===== config.mk =====
export PLATFORM = sky130hd
export DESIGN_NAME = interrupt_unit
export DESIGN_NICKNAME = d
export VERILOG_FILES = /design/src/rtl/interrupt_unit_pkg.sv /design/src/rtl/interrupt_unit_edge_sync.sv /design/src/rtl/interrupt_unit.sv
export SDC_FILE = /design/constraint.sdc
export NUM_CORES = 1
export LEC_CHECK = 0
export CORE_ASPECT_RATIO = 1.75
export CORE_MARGIN = 3
export CORE_UTILIZATION = 40
export CTS_BUF_LIST = sky130_fd_sc_hd__clkbuf_16
export DETAILED_ROUTE_END_ITERATION = 7
export GPL_ROUTABILITY_DRIVEN = 0
export PLACE_DENSITY = 0.7
export SLEW_MARGIN = 25
export SYNTH_ARGS = -nofsm -noshare
export SYNTH_HDL_FRONTEND = slang
export SYNTH_SLANG_ARGS = --single-unit

===== constraint.sdc =====
create_clock -name clk_i -period 3.6 [get_ports clk_i]
set_input_delay 0.72 -clock clk_i [delete_from_list [all_inputs] [get_ports clk_i]]
set_output_delay 0.72 -clock clk_i [all_outputs]
set_load 0.01 [all_outputs]

===== src/rtl/interrupt_unit_pkg.sv =====
// interrupt_unit_pkg: shared service-state encoding, vector defaults and INA encoding
package interrupt_unit_pkg;
    typedef enum logic [1:0] {IDLE = 2'd0, INT_SVC = 2'd1, NMI_SVC = 2'd2, NMI_NEST = 2'd3} svc_state_e;
    localparam logic [31:0] VEC_NMI_DEF = 32'h0000_0040;
    localparam logic [31:0] VEC_INT_DEF = 32'h0000_0080;
    localparam logic INA_INT = 1'b1;
    localparam logic INA_NMI = 1'b0;
endpackage


===== src/rtl/interrupt_unit_edge_sync.sv =====
// irq_edge_sync: two-flop synchroniser with a one-cycle rising-edge pulse
module irq_edge_sync (
    input  logic clk_i,
    input  logic rst_n_i,
    input  logic d_i,
    output logic edge_o
);
    logic sync1_q, sync2_q, prev_q;
    always_ff @(posedge clk_i or negedge rst_n_i) begin
        if (!rst_n_i) begin
            sync1_q <= 1'b0;
            sync2_q <= 1'b0;
            prev_q  <= 1'b0;
        end else begin
            sync1_q <= d_i;
            sync2_q <= sync1_q;
            prev_q  <= sync2_q;
        end
    end
    assign edge_o = sync2_q & ~prev_q;
endmodule


===== src/rtl/interrupt_unit.sv =====
// interrupt_unit: synchronised IRQ/NMI pending, priority select, nested service tracking,
// handler vector and saved-PC generation for the multicycle controller.
module interrupt_unit
    import interrupt_unit_pkg::*;
#(
    parameter int              NUM_IRQ = 4,
    parameter int              AW      = 32,
    parameter logic [AW-1:0]   VEC_NMI = AW'(VEC_NMI_DEF),
    parameter logic [AW-1:0]   VEC_INT = AW'(VEC_INT_DEF)
) (
    input  logic               clk_i,
    input  logic               rst_n_i,
    input  logic [NUM_IRQ-1:0] irq_i,
    input  logic               nmi_in_i,
    input  logic               mask_we_i,
    input  logic [NUM_IRQ-1:0] mask_i,
    input  logic               int_ack_i,
    input  logic               ack_ina_i,
    input  logic               eret_i,
    input  logic [AW-1:0]      pc_i,
    output logic               int_o,
    output logic               nmi_o,
    output logic               intd_o,
    output logic [AW-1:0]      vector_o,
    output logic [AW-1:0]      epc_o,
    output logic [2:0]         irq_id_o
);
    svc_state_e         state_q, state_d;
    logic [NUM_IRQ-1:0] irq_edge, pend_q, pend_d, mask_q, active, clr;
    logic               nmi_edge, nmi_pend_q, int_take, nmi_take, eret_take;
    logic [2:0]         id, irq_id_q;
    logic [AW-1:0]      vector_q, epc0_q, epc1_q;

    for (genvar g = 0; g < NUM_IRQ; g++) begin : g_sync
        irq_edge_sync u_sync (.clk_i(clk_i), .rst_n_i(rst_n_i), .d_i(irq_i[g]), .edge_o(irq_edge[g]));
    end
    irq_edge_sync u_nmi_sync (.clk_i(clk_i), .rst_n_i(rst_n_i), .d_i(nmi_in_i), .edge_o(nmi_edge));

    assign active   = pend_q & mask_q;
    assign int_o    = |active;
    assign nmi_o    = nmi_pend_q;
    assign intd_o   = state_q != IDLE;
    assign vector_o = vector_q;
    assign irq_id_o = irq_id_q;
    assign epc_o    = (state_q == NMI_NEST) ? epc1_q : epc0_q;

    // Line 0 has the highest priority, so the lowest set index wins
    always_comb begin
        id = '0;
        for (int i = NUM_IRQ - 1; i >= 0; i--)
            if (active[i]) id = 3'(i);
    end

    assign int_take  = int_ack_i & (ack_ina_i == INA_INT) & int_o & (state_q == IDLE);
    assign nmi_take  = int_ack_i & (ack_ina_i == INA_NMI) & nmi_o & (state_q == IDLE || state_q == INT_SVC);
    assign eret_take = eret_i & ~int_ack_i & (state_q != IDLE);
    assign clr       = int_take ? (NUM_IRQ'(1) << id) : '0;
    // A fresh edge in the clearing cycle must not be lost, so set wins over clear
    assign pend_d    = (pend_q & ~clr) | irq_edge;

    always_comb begin
        state_d = state_q;
        if (int_take)
            state_d = INT_SVC;
        else if (nmi_take)
            state_d = (state_q == IDLE) ? NMI_SVC : NMI_NEST;
        else if (eret_take)
            state_d = (state_q == NMI_NEST) ? INT_SVC : IDLE;
    end

    always_ff @(posedge clk_i or negedge rst_n_i) begin
        if (!rst_n_i) state_q <= IDLE;
        else          state_q <= state_d;
    end

    always_ff @(posedge clk_i or negedge rst_n_i) begin
        if (!rst_n_i) begin
            pend_q     <= '0;
            nmi_pend_q <= 1'b0;
            mask_q     <= '0;
            irq_id_q   <= '0;
            vector_q   <= VEC_NMI;
            epc0_q     <= '0;
            epc1_q     <= '0;
        end else begin
            pend_q     <= pend_d;
            nmi_pend_q <= (nmi_pend_q & ~nmi_take) | nmi_edge;
            if (mask_we_i) mask_q <= mask_i;
            if (int_take) begin
                irq_id_q <= id;
                vector_q <= VEC_INT + (AW'(id) << 3);
                epc0_q   <= pc_i;
            end
            if (nmi_take) begin
                vector_q <= VEC_NMI;
                if (state_q == IDLE) epc0_q <= pc_i;
                else                 epc1_q <= pc_i;
            end
        end
    end
endmodule


Word level (Yosys, flattened, before mapping)
Index checks and enable logic that the tools add are counted.
{"block": "word_totals", "register_bits": 125, "in_bits": 47, "out_inout_bits": 70, "wordCells": 78}
{"block": "op_classes", "add_sub_neg": 1, "eq_ne": 2, "n_shift": 1, "n_mux": 16, "bitwise": 28, "n_reduce_logical": 7}
{"op": "32-bit two-way mux", "count": 6}
{"op": "1-bit bitwise AND", "count": 14}
{"op": "2-bit two-way mux", "count": 7}
{"op": "8-bit by 5-bit adder with 9-bit output (first input constant)", "count": 1}
{"op": "1-bit NOT", "count": 9}
{"op": "4-bit bitwise AND", "count": 2}
{"op": "4-bit two-way mux", "count": 1}
{"op": "4-bit NOT", "count": 1}
{"op": "4-bit bitwise OR", "count": 1}
{"op": "2-bit nonzero test", "count": 2}
{"op": "4-bit OR reduction", "count": 1}
{"op": "1-bit by 3-bit << shifter with 4-bit output (first input constant)", "count": 1}
{"op": "3-bit nonzero test", "count": 1}
{"op": "2-bit by 1-bit equality test with 1-bit output (second input constant)", "count": 1}
{"op": "2-bit equality test (second input constant)", "count": 1}
{"op": "2-bit logical NOT", "count": 1}
{"op": "1-bit two-way mux", "count": 2}
{"op": "2-bit AND reduction", "count": 1}
{"op": "1-bit logical OR", "count": 1}
{"op": "1-bit bitwise OR", "count": 1}

Logic depth before layout (Yosys ltp)
Gate-level depths: netlist (run 1).
{"block": "logic_depth", "word_depth": 10, "ltp_mapped": 5, "depth_no_buf": 4}

By module
A second synthesis (run 1) with hierarchy kept.
{"block": "unflattened", "hier_cells": 284, "area_unflattened_um2": 4157.7}
{"mod": "interrupt_unit", "instances": 1, "cells_each": 264, "area_each_um2": 3713.6, "seq_area_each_um2": 2028.2}
{"mod": "irq_edge_sync", "instances": 5, "cells_each": 4, "area_each_um2": 88.8, "seq_area_each_um2": 75.1}

Worst setup path after synthesis (run 1)
No wires, ideal clock.
{"block": "synth_path", "path_type": "flip-flop to output port", "startpoint": "reg state_q[0]", "endpoint": "out epc_o[10]", "t_arrival_ns": 1.329, "required_time_ns": 2.880, "slack_ns": 1.551, "stages_incl_launch_ff": 4, "path_buffers": 1, "cell_sequence": "dfrtp_1 nand2_1 buf_1 mux2_2"}
{"block": "synth_between", "elab_chain_len": 2}
{"item": "start: declaration", "line": "interrupt_unit.sv:28", "source": "svc_state_e state_q, state_d;"}
{"item": "start signal: assignment", "line": "interrupt_unit.sv:73", "source": "else state_q <= state_d;"}
{"item": "2-bit equality test", "line": "interrupt_unit.sv:45", "source": "assign epc_o = (state_q == NMI_NEST) ? epc1_q : epc0_q;"}
{"item": "32-bit two-way mux", "line": "interrupt_unit.sv:45"}
{"item": "end: declaration", "line": "interrupt_unit.sv:25", "source": "output logic [AW-1:0] epc_o,"}
No other way between the ends.

Final worst setup path (run 1)
{"block": "layout_path", "startpoint": "reg state_q[0]", "endpoint": "out epc_o[0]"}
Same word-level chain as after synthesis.

==> impl_results.md, run 1 <==
- Top Ports: approximately 120
- FP Rows: 48
- Max-Cap Viols: 0
- Avg Cell Area, Syn: 14.60 um^2
- Layout Utilization: 0.5344
- Compound-Gate Fraction of Synth Area: 0.03330
- Synth Area in Simple Gates: 0.03996
- IO buf count: between 80 and 90
- Worst EP arrival: 2220 ps
- Crit path time final: 2942 ps
- CORE AREA: 9970 um^2
- DR pass1 iterations: 4
- Post-route DRC violation count: 0
- FF+latch count, synth: 96
- Final hold slack: roughly 350 ps
- Final period utilization: 0.8171
- Switching share of total power: 0.2816
- HP Class: register to register
- Vias per cell: 4.753
- Diodes inserted: 0
- Sink Count: 96
- Adder-cell share of the synthesized area: 0
- Crit. End Element: output pin
- Multiplexer share of the synthesized area: 0.2725
- Gr usage total: 0.1405
- Die Ht: 140.5 um
- Post-synthesis cell count: 283
- DRT Wirelength: 7.900 mm
- Clock Skew: ~6.5 ps
- CTS clk-pin slew, worst paths: 70 ps
- P&R area growth vs syn: 28.91%
- Largest net degree at the start of global routing: 78
- Die span in x: between 80 and 90 um
- First-pass GRT wire length: 13.03 mm
- Crit path launch: state_q[0]
- Fmax: 339.9 MHz
- Hpwl dp: around 5.4 mm
- Setup CP Type: register to output pin
- Critical R2R Launch: state_q[0]
- Xor and xnor area share after synthesis: 0
- Status: finished, final reports clean
- Largest family of logic cells by synthesized area: multiplexers
- Post-synthesis cell area: between 4000 and 5000 um^2
- PwrDens: between 800 and 900 nW/um^2
- Slew HR: 0.5419
- CTS Buf Count: 9
- Initial DRC Count: 85
- Post-route ant nets: 0
- Area of the die: 11640 um^2
- Setup TNS: 0 ps
- Final hold viol count: 0
- Maximum VDD drop: 0.0004700 V
- CTS Hold Buffers Added: 0
- Crit-path max FO: 32
- CTS tree: done
- Clk buf depth: 2
- Yosys warns: 0
- Final-report setup violation count: 0
- Cts repair resizes: 0
- Worst slew pin tran: 687.1 ps
- Placed Area: 5022 um^2
- Clock power frac: 0.219
- Post-CTS Setup Inserts: 0
- Net Switching: 1.225 mW
- RSZ-0062 raised after global routing: no
- Pleak: 2.301 nW
- Finished Cell Area: 5328 um^2
- CTS root buffer: clkbuf_16
- Vias: approximately 2400
- Internal: 3.125 mW
- Hold Crit Start: g_sync[3].u_sync.sync1_q
- Nets: 423
- Seq/Total Area, Yosys: 0.5816
- Wire per inst: about 16 um
- Comb power frac: 0.386
- Power share of the sequential group: 0.395
- Vias in the first global route: roughly 2600
- Clk_lat worst skew: 330 ps
- Antenna violations before repair: 0
- Worst path required time: 2880 ps
- Slew Limit Fails: 0
- H-tree depth: 3
- Yosys cell types: 31
- CP Launch Type: register
- Starting Density: 0.4145
- Layout cells sized above 1: 0.3386
- Gr ovfl total: 0
## path summary, 6_finish.rpt
kind,slack [ps],to,depth (start not counted)
worst max register to register,1530,epc0_q[2],5
max in group asynchronous,2550,epc0_q[18],2
worst max-delay path,660,epc_o[0],4
worst min register to register,350,g_sync[3].u_sync.sync2_q,0
worst min-delay path,350,g_sync[3].u_sync.sync2_q,0
min in group asynchronous,380,epc1_q[22],1
## per-stage QoR
step / setup WS (ps) / power [mW] / cells
2_1_floorplan: 1551 / 2.668 / 311
3_3_place_gp: 825.5 / 3.395 / 490
3_5_place_dp: 794.2 / 3.449 / 490
4_1_cts: 617.8 / 4.413 / 506
5_1_grt: 542.4 / 4.616 / 506
6_report: 658.4 / 4.349 / 506
## placed cells by master (no fill, tap or decap), types with 2 or more instances in the layout
| cell | count |
|---|---|
| dfrtp_1 | 95 |
| inv_6 | 3 |
| clkdlybuf4s50_1 | 86 |
| o21ai_0 | 5 |
| nand2b_1 | 2 |
| inv_1 | 5 |
| nand2_1 | 15 |
| conb_1 | 29 |
| a22o_1 | 2 |
| mux2_2 | 99 |
| nand3_1 | 2 |
| and4bb_2 | 2 |
| buf_4 | 5 |
| clkbuf_16 | 9 |
## synthesized netlist by cell type (all sizes together)
library cell	number	share of area
nor2	1	0.00091
buf	38	0.067
nand3	2	0.0024
dfrtp	95	0.58
inv	5	0.0045
or2	1	0.0015
a22o	2	0.0042
a21o	1	0.0036
a32o	1	0.0024
conb	1	0.00091
a22oi	2	0.0048
o221a	1	0.0027
and4bb	2	0.0061
mux2	100	0.27
a21oi	2	0.0051
o22a	1	0.0021
nand4	1	0.0015
nand2b	2	0.0030
o21ai	5	0.0061
dfstp	1	0.0064
nor2b	1	0.0015
nand2	15	0.014
nand4bb	2	0.0094
a41oi	1	0.0021
## routing by layer
layer,GRT usage,up-vias,part of all wire
met4,0.05426,0,0.016
met2,0.2602,71,0.56
li1,-,1117,-
met3,0.02825,6,0.040
met5,0,-,0
met1,0.1558,1211,0.38
## sequential cells by signal, indices dropped and copies added, names as in the netlist, 2 cells and up
register / flops
epc0_q: 32
epc1_q: 32
g_sync.u_sync.prev_q: 4
g_sync.u_sync.sync1_q: 4
g_sync.u_sync.sync2_q: 4
irq_id_o: 2
mask_q: 4
pend_q: 4
state_q: 2
vector_o: 4
## cell type report
| class | instances | area, um^2 |
|---|---|---|
| fillers | 886 | 4642 |
| flip-flops and latches | 96 | 2404 |
| multi-input cells | 172 | 1538 |
| repair buffers | 92 | 909.6 |
| clock buffers | 9 | 225.2 |
| well taps | 125 | 156.4 |
| clock inverters | 7 | 76.32 |
| inverters | 5 | 18.77 |
## power by group through the flow
stage | logic, mW | registers [mW] | clock network, mW
floorplan | 0.978 | 1.69 | 0
global placement | 1.68 | 1.71 | 0
detailed placement | 1.71 | 1.74 | 0
CTS | 1.72 | 1.72 | 0.976
global route | 1.82 | 1.78 | 1.02
finish | 1.68 | 1.72 | 0.952
## kinds of logic (layout without fill, tap and decap cells)
family,after synthesis,count (layout)
simple gates,27,27
flops,96,96
compound gates,16,16
other cells,1,29
mux,100,100
buf+inv,43,113
## critical path: stages (launching register included)
cell and delay [ps]:
dfrtp_1 460, nand2_1 100, buf_4 420, mux2_2 410, clkdlybuf4s50_1 480
(Power assumes the default switching activity.)
==> run 2, diff against run 1 <==
- PLACE_DENSITY: 0.7 -> 0.73
- clock period: 3.6 -> 2.4 ns (I/O delays scaled with it)
==> impl_results.md, run 2 (same netlist as run 1, synthesis figures left out) <==
- M1 WL: 3.187 mm (was 3.033 mm)
- Vias in the first global route: 2684 (was 2581)
- DR WL met2: 4.487 mm (was 4.423 mm)
- Slew HR: 0.6019 (was 0.5419)
- CTS root buffer: clkbuf_16 (unchanged)
- Most common cell after layout, fill and taps aside: mux2_2 (unchanged)
- Post-route ant nets: 0 (unchanged)
- Setup TNS: 0 ps (unchanged)
- First-pass GRT wire length: 13.48 mm (was 13.03 mm)
- Fin cells: 513 (was 506)
- Final hold viol count: 0 (unchanged)
- DRT Wirelength: 8.174 mm (was 7.900 mm)
- CORE AREA: 9970 um^2 (unchanged)
- Pleak: 2.536 nW (was 2.301 nW)
- Max layer used: met4 (unchanged)
- PnR Total Power: 6.473 mW (was 4.349 mW)
- Post-route DRC violation count: 0 (unchanged)
- Layout cells sized above 1: 0.3557 (was 0.3386)
- R2R cell count: 6 (was 5)
- IO buf count: 87 (unchanged)
- Status: finished, final reports clean (unchanged)
- Max-Cap Viols: 0 (unchanged)
- Crit-path max FO: 4 (was 32)
- Nets: 430 (was 423)
- CTS tree: done (unchanged)
- Maximum VDD drop: 0.0006428 V (was 0.0004700 V)
- P&R area growth vs syn: 32.43% (was 28.91%)
- Diodes inserted: 0 (unchanged)
- HP Class: input port to async pin (was register to register)
- Worst slew pin tran: 597.2 ps (was 687.1 ps)
- Routed wl met3: 367 um (was 315 um)
- Slew Limit Fails: 0 (unchanged)
- CTS clk-pin slew, worst paths: 70 ps (about the same)
- Largest net degree at the start of global routing: 48 (was 78)
- Crit. End Element: output pin (unchanged)
- Finished Cell Area: 5473 um^2 (was 5328 um^2)
- Layout Utilization: 0.5489 (was 0.5344)
- Sink Count: 96 (unchanged)
- Worst path required time: 1920 ps (was 2880 ps)
- CTS Buf Count: 9 (unchanged)
- Vias: 2486 (was 2405)
- CP Launch Type: register (unchanged)
- RSZ-0062 raised after global routing: no (unchanged)
- Clk_lat worst skew: 340 ps (was 330 ps)
- Die span in x: 82.84 um (unchanged)
- Clk buf depth: 2 (unchanged)
- Initial DRC Count: 82 (was 85)
- FF-to-FF setup slack: 430 ps (was 1530 ps)
- R2R Path End: epc0_q[28] (was epc0_q[2])
- Final-report setup violation count: 0 (unchanged)
- Area of the die: 11640 um^2 (unchanged)
- Fmax: 430.1 MHz
- Placed Area: 5110 um^2 (was 5022 um^2)
- Vias per cell: 4.846 (was 4.753)
- Crit path time final: approximately 2300 ps
- Most frequent cells in the layout: mux2_2 (99), dfrtp_1 (94), clkdlybuf4s50_1 (58) (was mux2_2 (99), dfrtp_1 (95), clkdlybuf4s50_1 (86))
- Wire per inst: 15.93 um (was 15.61 um)
- FP Rows: 48 (unchanged)
- Hpwl dp: 5.771 mm (was 5.422 mm)
- Die Ht: 140.5 um (unchanged)
- Starting Density: 0.4145 (unchanged)
- DR pass1 iterations: 4 (unchanged)
- Clock Skew: 10.05 ps (was 6.490 ps)
- Critical R2R Launch: state_q[0] (unchanged)
- PwrDens: 1183 nW/um^2 (was 816.4 nW/um^2)
- Gr usage total: 0.1472 (was 0.1405)
- Registers with the most flip-flops: epc0_q x32, epc1_q x32 (unchanged)
- Worst EP arrival: 1840 ps (was 2220 ps)
- H-tree depth: 3 (unchanged)
- CTS Hold Buffers Added: 0 (unchanged)
- Setup CP Type: register to output pin (unchanged)
- Dpl cells: 495 (was 490)
- Antenna violations before repair: 0 (unchanged)
- Final period utilization: 0.9687
- Crit path launch: state_q[0] (unchanged)
- Gr ovfl total: 0 (unchanged)
- Top Ports: 117 (unchanged)
## run 2: cell types whose count changed in the layout (fill, tap and decap cells not counted), sizes merged
cell	before	now
dlymetal6s2s	0	14
bufbuf	0	1
clkinvlp	1	2
inv	8	6
buf	6	12
clkdlybuf4s50	86	58
clkinv	2	3
dlygate4sd2	0	14
## run 2: repair_timing
item,in CTS,in global routing
cloned,1,0
endpoints found under the setup margin,32,14
resized for setup,17,14
pin swaps,0,0
buffers inserted,1,0
## run 2: power by group
part,total (mW),internal [mW],switching [mW]
Clock,1.41,0.807,0.602
Combinational,2.49,1.56,0.936
Sequential,2.57,2.26,0.310
## run 2: layer usage
metal,GRT usage,up-vias
li1,-,1143
met1,0.1638,1258
met2,0.2657,75
met3,0.03002,10
met4,0.06977,0
met5,0,-
## run 2: worst max-delay path, cell delays in order, from the launching register on
cell and delay, ps:
dfrtp_1 420, nand2_4 120, buf_4 150, mux2_2 340
clkdlybuf4s50_1 480
## run 2: area by class of cell
cell class	count	area (um^2)
Multi-Input combinational cell	172	1545
Clock inverter	7	71.32
Sequential cell	96	2405
Tap cell	125	156.4
Inverter	5	18.77
Timing Repair Buffer	99	1051
Fill cell	884	4497
Clock buffer	9	225.2
## run 2: how the worst max path moves through the flow
| stage | to | slack, ps |
|---|---|---|
| after floorplan | epc_o[10] | 590 |
| after CTS | epc_o[3] | 9 |
| final | epc_o[27] | 80 |
| after global placement | epc0_q[29] | 80 |
| after detailed placement | epc0_q[28] | 30 |
| after global routing | epc_o[27] | 3 |
## run 2: per-stage QoR
step                      setup WS, ps  hold WS (ps)
final                            75.14         146.3
after global routing             3.063         179.2
after CTS                        8.727         164.4
after detailed placement         31.78         334.7
after global placement           81.73         334.8
after floorplan                  590.7         184.4
==> run 3, diff against run 2 <==
- PLACE_DENSITY: 0.73 -> 0.76
- RECOVER_POWER: unset -> 25
==> impl_results.md, run 3 (same netlist as run 1, synthesis figures left out) <==
- Status: finished, final reports clean (unchanged)
- Vias in the first global route: 2690 (was 2684)
- PnR Total Power: 6.835 mW (was 6.473 mW)
- Initial DRC Count: 94 (was 82)
- Gr ovfl total: 0 (unchanged)
- Slew Limit Fails: 0 (unchanged)
- CTS tree: done (unchanged)
- CP max-delay cell: clkdlybuf4s50_1 (unchanged)
- Crit-path cells: nand2_4 > buf_12 > mux2_2 > clkdlybuf4s50_1 (was nand2_4 > buf_4 > mux2_2 > clkdlybuf4s50_1)
- Vias per cell: 4.797 (was 4.846)
- Setup TNS: 0 ps (unchanged)
- Clock Skew: 10.21 ps (was 10.05 ps)
- CTS root buffer: clkbuf_16 (unchanged)
- Post-route ant nets: 0 (unchanged)
- RSZ-0062 raised after global routing: no (unchanged)
- R2R cell count: 6 (unchanged)
- Crit path time final: 2341 ps (was 2325 ps)
- Max-Cap Viols: 0 (unchanged)
- CTS Buf Count: 9 (unchanged)
- Fin cells: 513 (unchanged)
- Worst EP arrival: 1860 ps (was 1840 ps)
- FP Rows: 48 (unchanged)
- Slew HR: 0.3216 (was 0.6019)
- Most used routing layer: met2 (unchanged)
- Worst path required time: 1920 ps (about the same)
- Worst slew pin tran: 1018 ps (was 597.2 ps)
- Clk buf depth: 2 (unchanged)
- Die Ht: 140.5 um (unchanged)
- Crit. End Element: output pin (unchanged)
- Storage element area: 2405 um^2 (unchanged)
- Largest net degree at the start of global routing: 42 (was 48)
- M1 GR Usage: 0.1662 (was 0.1638)
- Most frequent cells in the layout: mux2_2 (99), dfrtp_1 (94), clkdlybuf4s50_1 (77) (was mux2_2 (99), dfrtp_1 (94), clkdlybuf4s50_1 (58))
- Fmax: 427.2 MHz (was 430.1 MHz)
- Final-report setup violation count: 0 (unchanged)
- Registers with the most flip-flops: epc0_q x32, epc1_q x32 (unchanged)
- IO buf count: 87 (unchanged)
- DRT Wirelength: 8.087 mm (was 8.174 mm)
- Wire per inst: 15.76 um (was 15.93 um)
- Pleak: 2.414 nW (was 2.536 nW)
- Clk_lat worst skew: 340 ps (about the same)
- H-tree depth: 3 (unchanged)
- CTS clk-pin slew, worst paths: 70 ps (about the same)
- Fillers: 878 (was 884)
- Multi-input gate area: 1545 um^2 (unchanged)
- M2 GR Usage: 0.2606 (was 0.2657)
- Vias: 2461 (was 2486)
- CP Launch Type: register (unchanged)
- P&R area growth vs syn: 32.94% (was 32.43%)
- Post-route DRC violation count: 0 (unchanged)
- Hpwl dp: 5.802 mm (was 5.771 mm)
- Layout cells sized above 1: 0.3582 (was 0.3557)
- Met3 Use GR: 0.02531 (was 0.03002)
- DR pass1 iterations: 4 (unchanged)
- CTS Hold Buffers Added: 0 (unchanged)
- Starting Density: 0.4145 (unchanged)
- Maximum VDD drop: 0.0006718 V (was 0.0006428 V)
- CORE AREA: 9970 um^2 (unchanged)
- Setup CP Type: register to output pin (unchanged)
- PwrDens: 1244 nW/um^2 (was 1183 nW/um^2)
- Sink Count: 96 (unchanged)
- Area of the die: 11640 um^2 (unchanged)
- Diodes inserted: 0 (unchanged)
- Nets: 430 (unchanged)
- Final hold viol count: 0 (unchanged)
- Antenna violations before repair: 0 (unchanged)
- Top Ports: 117 (unchanged)
- Die span in x: 82.84 um (unchanged)
- Most common cell after layout, fill and taps aside: mux2_2 (unchanged)
- Dpl cells: 496 (was 495)
- HP Class: input port to async pin (unchanged)
- Max incr delay on CP: 490 ps (was 480 ps)
- Final period utilization: 0.9754 (was 0.9687)
- Gr usage total: 0.1452 (was 0.1472)
- Crit-path max FO: 17 (was 4)
- First-pass GRT wire length: 13.47 mm (was 13.48 mm)
run 3: path summary, 6_finish.rpt:
kind | from | to | slack, ps
worst max-delay path | state_q[0] | epc_o[5] | 60
min in group clk_i | u_nmi_sync.sync1_q | u_nmi_sync.sync2_q | 350
max in group asynchronous | rst_n_i | epc0_q[4] | 590
worst min register to register | u_nmi_sync.sync1_q | u_nmi_sync.sync2_q | 350
worst min-delay path | rst_n_i | epc0_q[24] | 270
worst max register to register | state_q[0] | epc0_q[7] | 450
run 3: final cells by class:
cell class | instances | share of cell area
Clock buffer | 9 | 0.04099
Clock inverter | 7 | 0.02277
Inverter | 5 | 0.003416
Multi-Input combinational cell | 172 | 0.2813
Sequential cell | 96 | 0.4377
Tap cell | 125 | 0.02847
Timing Repair Buffer | 99 | 0.1854
run 3: layer usage:
metal	vias to the layer above	routed length (um)
li1	1126	-
met1	1234	3089
met2	88	4477
met3	13	332
met4	0	188
met5	-	0
run 3: critical path: cells and delay by family, from the launching register on:
family        cells  cell delay [ps]
buf+inv           2              650
simple gates      1              110
flops             1              410
mux               1              360
run 3: what timing repair did:
action,in CTS,in global routing
endpoints found under the hold margin,0,0
endpoints found under the setup margin,32,2
buffers inserted,1,0
cloned,0,0
resized for setup,8,2
run 3: metrics by stage:
stage | util | area, um^2 | hold WS (ps) | setup slack (ps)
floorplan | - | 4238 | 184.4 | 590.7
global placement | 0.5146 | 5130 | 333.9 | 108.3
detailed placement | 0.5146 | 5130 | 334.7 | 67.69
CTS | 0.5523 | 5507 | 115.8 | 35.92
global route | 0.5511 | 5494 | 342.1 | 1.976
finish | 0.5511 | 5494 | 267.6 | 59.07
run 3: power by group:
group	switching [mW]	leakage, nW	internal [mW]
clock network	0.611	0.171	1.03
registers	0.309	1.13	2.26
logic	0.950	1.11	1.67
